<file path="src/rtl/wbu.sv">
// wbu: write-back unit sitting between EXU/LSU and the 64-bit, 32-entry GPR file.
// Retires one instruction at a time. Loads issue one aligned doubleword read, then the
// addressed byte/half/word is extracted and sign- or zero-extended. The result is written
// to the register file in a single WB cycle, together with a commit pulse.
//
// Ports:
//   clk, rst            clock, synchronous active-high reset
//   in_*                retire handshake and payload from EXU (in_ready high only in IDLE)
//   mem_req_*           read request (address aligned down to 8 bytes)
//   mem_rsp_*           single-beat read response, honoured only in WAIT
//   we_o/waddr_o/wdata_o  register file write port, valid for the one WB cycle
//   commit_o/commit_pc_o  retire pulse and PC for trace logic
//   err_o               one-cycle pulse in WB for a misaligned or illegal load
module wbu (
   input  logic        clk,
   input  logic        rst,
   input  logic        in_valid,
   output logic        in_ready,
   input  logic [63:0] in_pc,
   input  logic [4:0]  in_rd,
   input  logic        in_rd_we,
   input  logic        in_is_load,
   input  logic [2:0]  in_ld_funct3,
   input  logic [63:0] in_result,
   output logic        mem_req_valid,
   input  logic        mem_req_ready,
   output logic [63:0] mem_req_addr,
   input  logic        mem_rsp_valid,
   input  logic [63:0] mem_rsp_data,
   output logic        we_o,
   output logic [4:0]  waddr_o,
   output logic [63:0] wdata_o,
   output logic        commit_o,
   output logic [63:0] commit_pc_o,
   output logic        err_o
);

   typedef enum logic [1:0] {StIdle, StReq, StWait, StWb} state_e;

   state_e      state_q, state_d;
   logic [63:0] pc_q, pc_d;
   logic [4:0]  rd_q, rd_d;
   logic        rd_we_q, rd_we_d;
   logic [2:0]  funct3_q, funct3_d;
   logic [63:0] result_q, result_d;
   logic        err_q, err_d;
   logic        we_q, we_d;
   logic [63:0] req_addr_q, req_addr_d;
   logic [4:0]  waddr_q, waddr_d;
   logic [63:0] wdata_q, wdata_d;
   logic [63:0] commit_pc_q, commit_pc_d;

   logic        ld_bad;
   logic [63:0] shifted;
   logic [63:0] ld_data;

   // Illegal funct3 or an access that crosses its natural alignment.
   always_comb begin
      ld_bad = (in_ld_funct3 == 3'b111);
      unique case (in_ld_funct3[1:0])
         2'b01:   ld_bad = ld_bad | in_result[0];
         2'b10:   ld_bad = ld_bad | (|in_result[1:0]);
         2'b11:   ld_bad = ld_bad | (|in_result[2:0]);
         default: ;
      endcase
   end

   // Shift the addressed bytes down to bit 0, then extend by load type.
   always_comb begin
      shifted = mem_rsp_data >> {result_q[2:0], 3'b000};
      unique case (funct3_q)
         3'b000:  ld_data = {{56{shifted[7]}}, shifted[7:0]};
         3'b001:  ld_data = {{48{shifted[15]}}, shifted[15:0]};
         3'b010:  ld_data = {{32{shifted[31]}}, shifted[31:0]};
         3'b100:  ld_data = {56'd0, shifted[7:0]};
         3'b101:  ld_data = {48'd0, shifted[15:0]};
         3'b110:  ld_data = {32'd0, shifted[31:0]};
         default: ld_data = shifted;
      endcase
   end

   always_comb begin
      state_d     = state_q;
      pc_d        = pc_q;
      rd_d        = rd_q;
      rd_we_d     = rd_we_q;
      funct3_d    = funct3_q;
      result_d    = result_q;
      err_d       = err_q;
      we_d        = we_q;
      req_addr_d  = req_addr_q;
      waddr_d     = waddr_q;
      wdata_d     = wdata_q;
      commit_pc_d = commit_pc_q;

      unique case (state_q)
         StIdle: begin
            if (in_valid) begin
               pc_d     = in_pc;
               rd_d     = in_rd;
               rd_we_d  = in_rd_we;
               funct3_d = in_ld_funct3;
               result_d = in_result;
               err_d    = in_is_load & ld_bad;
               if (in_is_load && !ld_bad) begin
                  state_d    = StReq;
                  req_addr_d = {in_result[63:3], 3'b000};
               end else begin
                  state_d = StWb;
               end
            end
         end
         StReq: begin
            // A response in this cycle is deliberately dropped.
            if (mem_req_ready) state_d = StWait;
         end
         StWait: begin
            if (mem_rsp_valid) begin
               result_d = ld_data;
               state_d  = StWb;
            end
         end
         StWb: begin
            state_d = StIdle;
         end
         default: state_d = StIdle;
      endcase

      // Write-port and trace registers only change on entry to WB so they hold otherwise.
      if (state_d == StWb) begin
         we_d        = rd_we_d && (rd_d != 5'd0) && !err_d;
         waddr_d     = rd_d;
         wdata_d     = result_d;
         commit_pc_d = pc_d;
      end
   end

   always_ff @(posedge clk) begin
      if (rst) begin
         state_q     <= StIdle;
         pc_q        <= '0;
         rd_q        <= '0;
         rd_we_q     <= 1'b0;
         funct3_q    <= '0;
         result_q    <= '0;
         err_q       <= 1'b0;
         we_q        <= 1'b0;
         req_addr_q  <= '0;
         waddr_q     <= '0;
         wdata_q     <= '0;
         commit_pc_q <= '0;
      end else begin
         state_q     <= state_d;
         pc_q        <= pc_d;
         rd_q        <= rd_d;
         rd_we_q     <= rd_we_d;
         funct3_q    <= funct3_d;
         result_q    <= result_d;
         err_q       <= err_d;
         we_q        <= we_d;
         req_addr_q  <= req_addr_d;
         waddr_q     <= waddr_d;
         wdata_q     <= wdata_d;
         commit_pc_q <= commit_pc_d;
      end
   end

   // Reset gates in_ready so EXU never handshakes while the unit is being cleared.
   assign in_ready      = (state_q == StIdle) && !rst;
   assign mem_req_valid = (state_q == StReq);
   assign mem_req_addr  = req_addr_q;
   assign commit_o      = (state_q == StWb);
   assign we_o          = (state_q == StWb) && we_q;
   assign err_o         = (state_q == StWb) && err_q;
   assign waddr_o       = waddr_q;
   assign wdata_o       = wdata_q;
   assign commit_pc_o   = commit_pc_q;

endmodule
</file>
<file path="config.mk">
export PLATFORM = sky130hd
export DESIGN_NAME = wbu
export DESIGN_NICKNAME = d
export VERILOG_FILES = /design/src/rtl/wbu.sv
export SDC_FILE = /design/constraint.sdc
export NUM_CORES = 1
export LEC_CHECK = 0
export ABC_AREA = 1
export CAP_MARGIN = 20
export CORE_MARGIN = 3
export CORE_UTILIZATION = 44
export DETAILED_ROUTE_END_ITERATION = 12
export PLACE_DENSITY = 0.81
export SETUP_SLACK_MARGIN = 0.3
export SLEW_MARGIN = 20
export SYNTH_ARGS = -nofsm -noshare
export SYNTH_HDL_FRONTEND = slang
export SYNTH_SLANG_ARGS = --single-unit
</file>
<file path="constraint.sdc">
create_clock -name clk -period 1.65 [get_ports clk]
set_input_delay 0.165 -clock clk [delete_from_list [all_inputs] [get_ports clk]]
set_output_delay 0.165 -clock clk [all_outputs]
set_load 0.02 [all_outputs]
</file>
Word-level counts from Yosys, hierarchy flattened. Index checks and enable logic that the tools add are counted.

Equal/unequal tests: 13. Shifts and indexed selects: 1. Muxes and demuxes: 18. Bitwise gates (word level): 4. Reduce and logical (&&, ||, !) cells: 16.

Operator list (number): $pmux W64 S6 (1); $mux W64 (4); $pmux W64 S2 (1); $shr A64 B6 Y64 (1); $eq A3 B3 Y1 const B (4); $eq A2 B2 Y1 const B (5); $mux W5 (2); $mux W2 (4); $pmux W2 S4 (1); $logic_and A1 B1 Y1 (6); $reduce_bool A5 Y1 (1); $eq A2 B1 Y1 const B (2); $mux W1 (4); $eq A3 B1 Y1 const B (1); $eq A3 B2 Y1 const B (1); $logic_not A1 Y1 (3); $logic_not A3 Y1 (1); $or A1 B1 Y1 (3); $pmux W1 S3 (1); $reduce_and A3 Y1 (1); $reduce_or A3 Y1 (1); $logic_not A2 Y1 (1); $reduce_and A2 Y1 (1); $reduce_or A2 Y1 (1); $and A1 B1 Y1 (1).

Flip-flop bits (word level): 335.

Depth between registers and ports, before layout.
Depth after elaboration: 9. Mapped depth: 18. Depth with buffers taken out: 15.

Worst setup path before layout. No wires, ideal clock.

Path type: register to register. Start point: register state_q[0]. End point: register wdata_q[11] (netlist: wdata_o[11]). Library setup time: 0.116 ns. Arrival: 1.707 ns. Required time: 1.534 ns. Slack: -0.173 ns. Cell stages (with the launch flop): 14. Clock period less this slack: 1.823 ns. Cells stage by stage: dfxtp_1 -> inv_2 -> nor2_1 -> nand2_1 -> nand2_1 -> inv_1 -> nand2_1 -> nand2_1 -> inv_2 -> buf_4 -> buf_2 -> nand4_1 -> o211ai_1 -> inv_1.

Word-level cells in the longest chain between the ends: 3. Elaborated cells on any way between the ends: 10. Those cells by class: eq/ne (4); mux (5); reduce/logical (1).

RTL lines: from (decl) (RTL line 40) `state_e state_q, state_d;`; from (signal assigned) (RTL line 140) `state_q <= StIdle;`; from (signal assigned) (RTL line 153) `state_q <= state_d;`; $eq A2 B1 Y1; net mem_req_valid (RTL line 25) `output logic mem_req_valid,`; $pmux W2 S4 (RTL line 96) `unique case (state_q)`; $eq A2 B2 Y1 (RTL line 130) `if (state_d == StWb) begin`; to (signal assigned) (RTL line 163) `wdata_q <= wdata_d;`; to (decl) (RTL line 50) `logic [63:0] wdata_q, wdata_d;`.

The timed path passes the listed nets, and every way through them passes these cells. A chain may end at the register's enable or synchronous reset.

Final worst setup path.
Start point: register result_q[0]. End point: register wdata_q[48] (netlist: wdata_o[48]).

Word-level cells in the longest chain between the ends: 4.

RTL lines: from (decl) (RTL line 45) `logic [63:0] result_q, result_d;`; from (signal assigned) (RTL line 158) `result_q <= result_d;`; $shr A64 B6 Y64 (RTL line 70) `shifted = mem_rsp_data >> {result_q[2:0], 3'b000};`; $pmux W64 S6 (RTL line 71) `unique case (funct3_q)`; $mux W64 (RTL line 118) `if (mem_rsp_valid) begin`; $pmux W64 S2 (RTL line 96).

Every way passes these cells.

==> impl_metrics.tcl <==
set metrics [dict create \
    hpwl_um 41100 \
    setup_violations 371 \
    cp_common_cell "nand3_4" \
    synth_common_cells "nand2_1 (425), nor2_1 (369), dfxtp_1 (335), a21oi_1 (155), o21ai_0 (154)" \
    routed_wl_um 65520 \
    drt_iter0_markers 1605 \
    cp-start-kind "register" \
    crit_slowest_cell "dfxtp_4" \
    final_layout_size_suffix_gt1_share_pct 23.12 \
    die_y_um 192.7 \
    yosys-top-cells-area "dfxtp_1 (44%), nand2_1 (10%), nor2_1 (9.0%)" \
    syn_to_final_growth_pct 61.37 \
    fp-row-count 67 \
    path_buf_inv 5 \
    seq_area_frac_synth_pct 43.72 \
    grtUsageTotal_pct 29.76 \
    syn_area_um2 15340 \
    p_leak_uw 0.01032 \
    wl_per_cell_um 20.81 \
    hold_ws_ns 0.03741 \
    place_congestion 0.9804 \
    rsz0062_at_grt "true" \
    initial_core_util_pct 45.18 \
    worstPathRequired_ns 2.08 \
    crit_type "register to register" \
    vdd_drop_max_uv 1180 \
    setup_slack_ns -0.3098 \
    num_vias 17883 \
    synth.avg_cell_area_um2 7.165 \
    routed_via_density 5.681 \
    period_minus_slack_ns 1.960 \
    crit_path_end_kind "register" \
    worstHoldPathType "primary input to register" \
    synthArstFlopShare_pct 0 \
    nNetsFinal 2876 \
    crit_chain "buf_12, nand2_4, buf_6, nand3_4, nand3_4, nand3_4, buf_6, buf_6, nand3_4, nand2_2, nand2_1, nand2_2, nand3_1, nand2_1, inv_1" \
    netlist_instances 2141 \
    p_per_area_nw_per_um2 1190 \
    synth-warning-count 0 \
    coreArea_um2 33950 \
    grt-ovfl-total 0 \
    netlist.area_leader.share_pct 43.72 \
    ys_ff_latch 335 \
    maxCapViolCount 0 \
    cts_buffers 37 \
    drtPass1Iterations 6 \
    synth.distinct_cells 39 \
    ant_nets 0 \
    cts_tree "yes" \
    grt_pass1_wl_um 88420 \
    critPathTopFamily "simple AND/OR/NAND/NOR gates" \
    io_buffer_count 405 \
    cts_root_buf "clkbuf_16" \
    final-hold-violation-count 0 \
    fin_crit_sh_pct 118.8 \
    fp.dieW_um 192.7 \
    synth-edff-count 0 \
    max_stage_delay_ns 0.42 \
    synth_ff_type "dfxtp_1" \
    io_pins 409 \
    drc 0 \
    synth_most_common_cell "nand2_1" \
    final_util_pct 72.91 \
    htree_levels 2 \
    yosysTopAreaCell "dfxtp_1" \
    grt_max_degree 97 \
    failed_checks "negative setup slack" \
    clk_pin_slew_ns 0.06 \
    clk_latency_ns 0.54 \
    status "complete, but fails checks" \
    tightest_slew_ns 0.6700 \
    antenna_found_initial 3 \
    grt_pass1_vias 16492 \
    cp_data_arrival_time_ns 2.39 \
    slew_violations 0 \
    skew_ns 0.02428 \
    clk_path_buf_depth 3 \
    cts.sinks 335 \
    max_freq_ghz 0.5103 \
    crit_fanout 8 \
    slew_headroom_pct 55.18 \
    dieArea_um2 37140 \
]
state kept, by name (all words and copies together), names as in the netlist:
signal / flops
we_q: 1
mem_req_addr: 61
commit_pc_o: 64
result_q: 64
waddr_o: 5
pc_q: 64
err_q: 1
funct3_q: 3
wdata_o: 64
state_q: 2
rd_q: 5
rd_we_q: 1
path summary, 6_finish.rpt:
path / from / end / slack [ns] / cells after the start
setup / recovery: result_q[0]$_SDFF_PP0_ / wdata_o[48]$_SDFFE_PP0N_ / -0.31 / 15
hold / removal: rst / wdata_o[63]$_SDFFE_PP0N_ / 0.04 / 4
setup reg to reg: result_q[0]$_SDFF_PP0_ / wdata_o[48]$_SDFFE_PP0N_ / -0.31 / 15
hold reg to reg: mem_req_addr[30]$_SDFFE_PP0P_ / mem_req_addr[30]$_SDFFE_PP0P_ / 0.46 / 2
cell type report:
cell class / count / area (um^2)
clock buffers: 57 / 1154
inverters: 130 / 526.8
flip-flops and latches: 335 / 6721
well taps: 448 / 560.5
clock inverters: 8 / 96.34
fillers: 2426 / 9198
diodes: 5 / 12.51
repair buffers: 651 / 6874
multi-input cells: 1514 / 8808
per-stage QoR:
| stage | setup WS [ns] | instance area, um^2 | std cells | setup TNS [ns] | total power (uW) |
|---|---|---|---|---|---|
| finish | -0.3098 | 24750 | 3148 | -33.59 | 29470 |
| detailed placement | -0.6096 | 20860 | 3005 | -117.02 | 18370 |
| floorplan | -0.05312 | 15610 | 2143 | -0.6901 | 14610 |
| global route | -0.4127 | 24750 | 3145 | -59.54 | 30580 |
| global placement | -0.4965 | 20860 | 3005 | -97.55 | 18160 |
| CTS | -0.2466 | 22950 | 3098 | -26.26 | 27420 |
power by group:
| part | switching (uW) | total, uW | internal (uW) |
|---|---|---|---|
| clock | 3410 | 8400 | 4990 |
| combinational | 6250 | 11300 | 5070 |
| sequential | 650 | 9750 | 9100 |
| total | 10300 | 29500 | 19200 |
worst register-to-register path, delay by kind of cell (launching register included):
kind / cells / cell delay [ns]
buf+inv: 5 / 0.53
flops: 1 / 0.42
simple gates: 10 / 0.89
timing repair:
item                       CTS  global route
resized for setup          217           280
setup endpoints to repair  525           524
buffers inserted            20            22
hold buffers                 2             0
pin swaps                   39            77
cloned                       6            23
hold endpoints to repair    12             0
layout by cell type, fill, tap and decap left out, types with 31 or more instances in the layout:
cell / synthesis / routed
nand3_2: 3 / 31
clkdlybuf4s50_1: 0 / 394
buf_6: 3 / 32
o21ai_0: 154 / 93
nand2_1: 425 / 355
a22oi_1: 37 / 37
a21oi_1: 155 / 134
mux2i_1: 68 / 66
o21ai_2: 0 / 38
dfxtp_1: 335 / 331
inv_1: 117 / 115
a211oi_2: 0 / 53
nor2_4: 1 / 34
o21ai_1: 24 / 40
nor2_1: 369 / 332
buf_12: 0 / 32
nand3_1: 98 / 65
buf_4: 7 / 152
clkbuf_16: 0 / 54
nand2_2: 3 / 61
per-layer routing:
metal | track usage [%] | vias up | share of wire [%] | wire length, um
li1 | - | 8210 | - | -
met1 | 36.91 | 8468 | 38 | 24660
met2 | 50.76 | 987 | 49 | 31850
met3 | 6.467 | 218 | 8.8 | 5791
met4 | 10.90 | 0 | 4.9 | 3215
met5 | 0 | - | 0 | 0
cell families (layout without fill, tap and decap cells):
family	after synthesis	after routing	share of synthesized area (%)
buffers and inverters	296	846	8.042
other	1	8	0.02445
AO/OA/AOI/OAI	508	508	19.16
AND/OR/NAND/NOR	933	935	24.62
multiplexers	68	68	4.437
flip-flops	335	335	43.72
No activity file was read; power rests on OpenSTA's default activity.
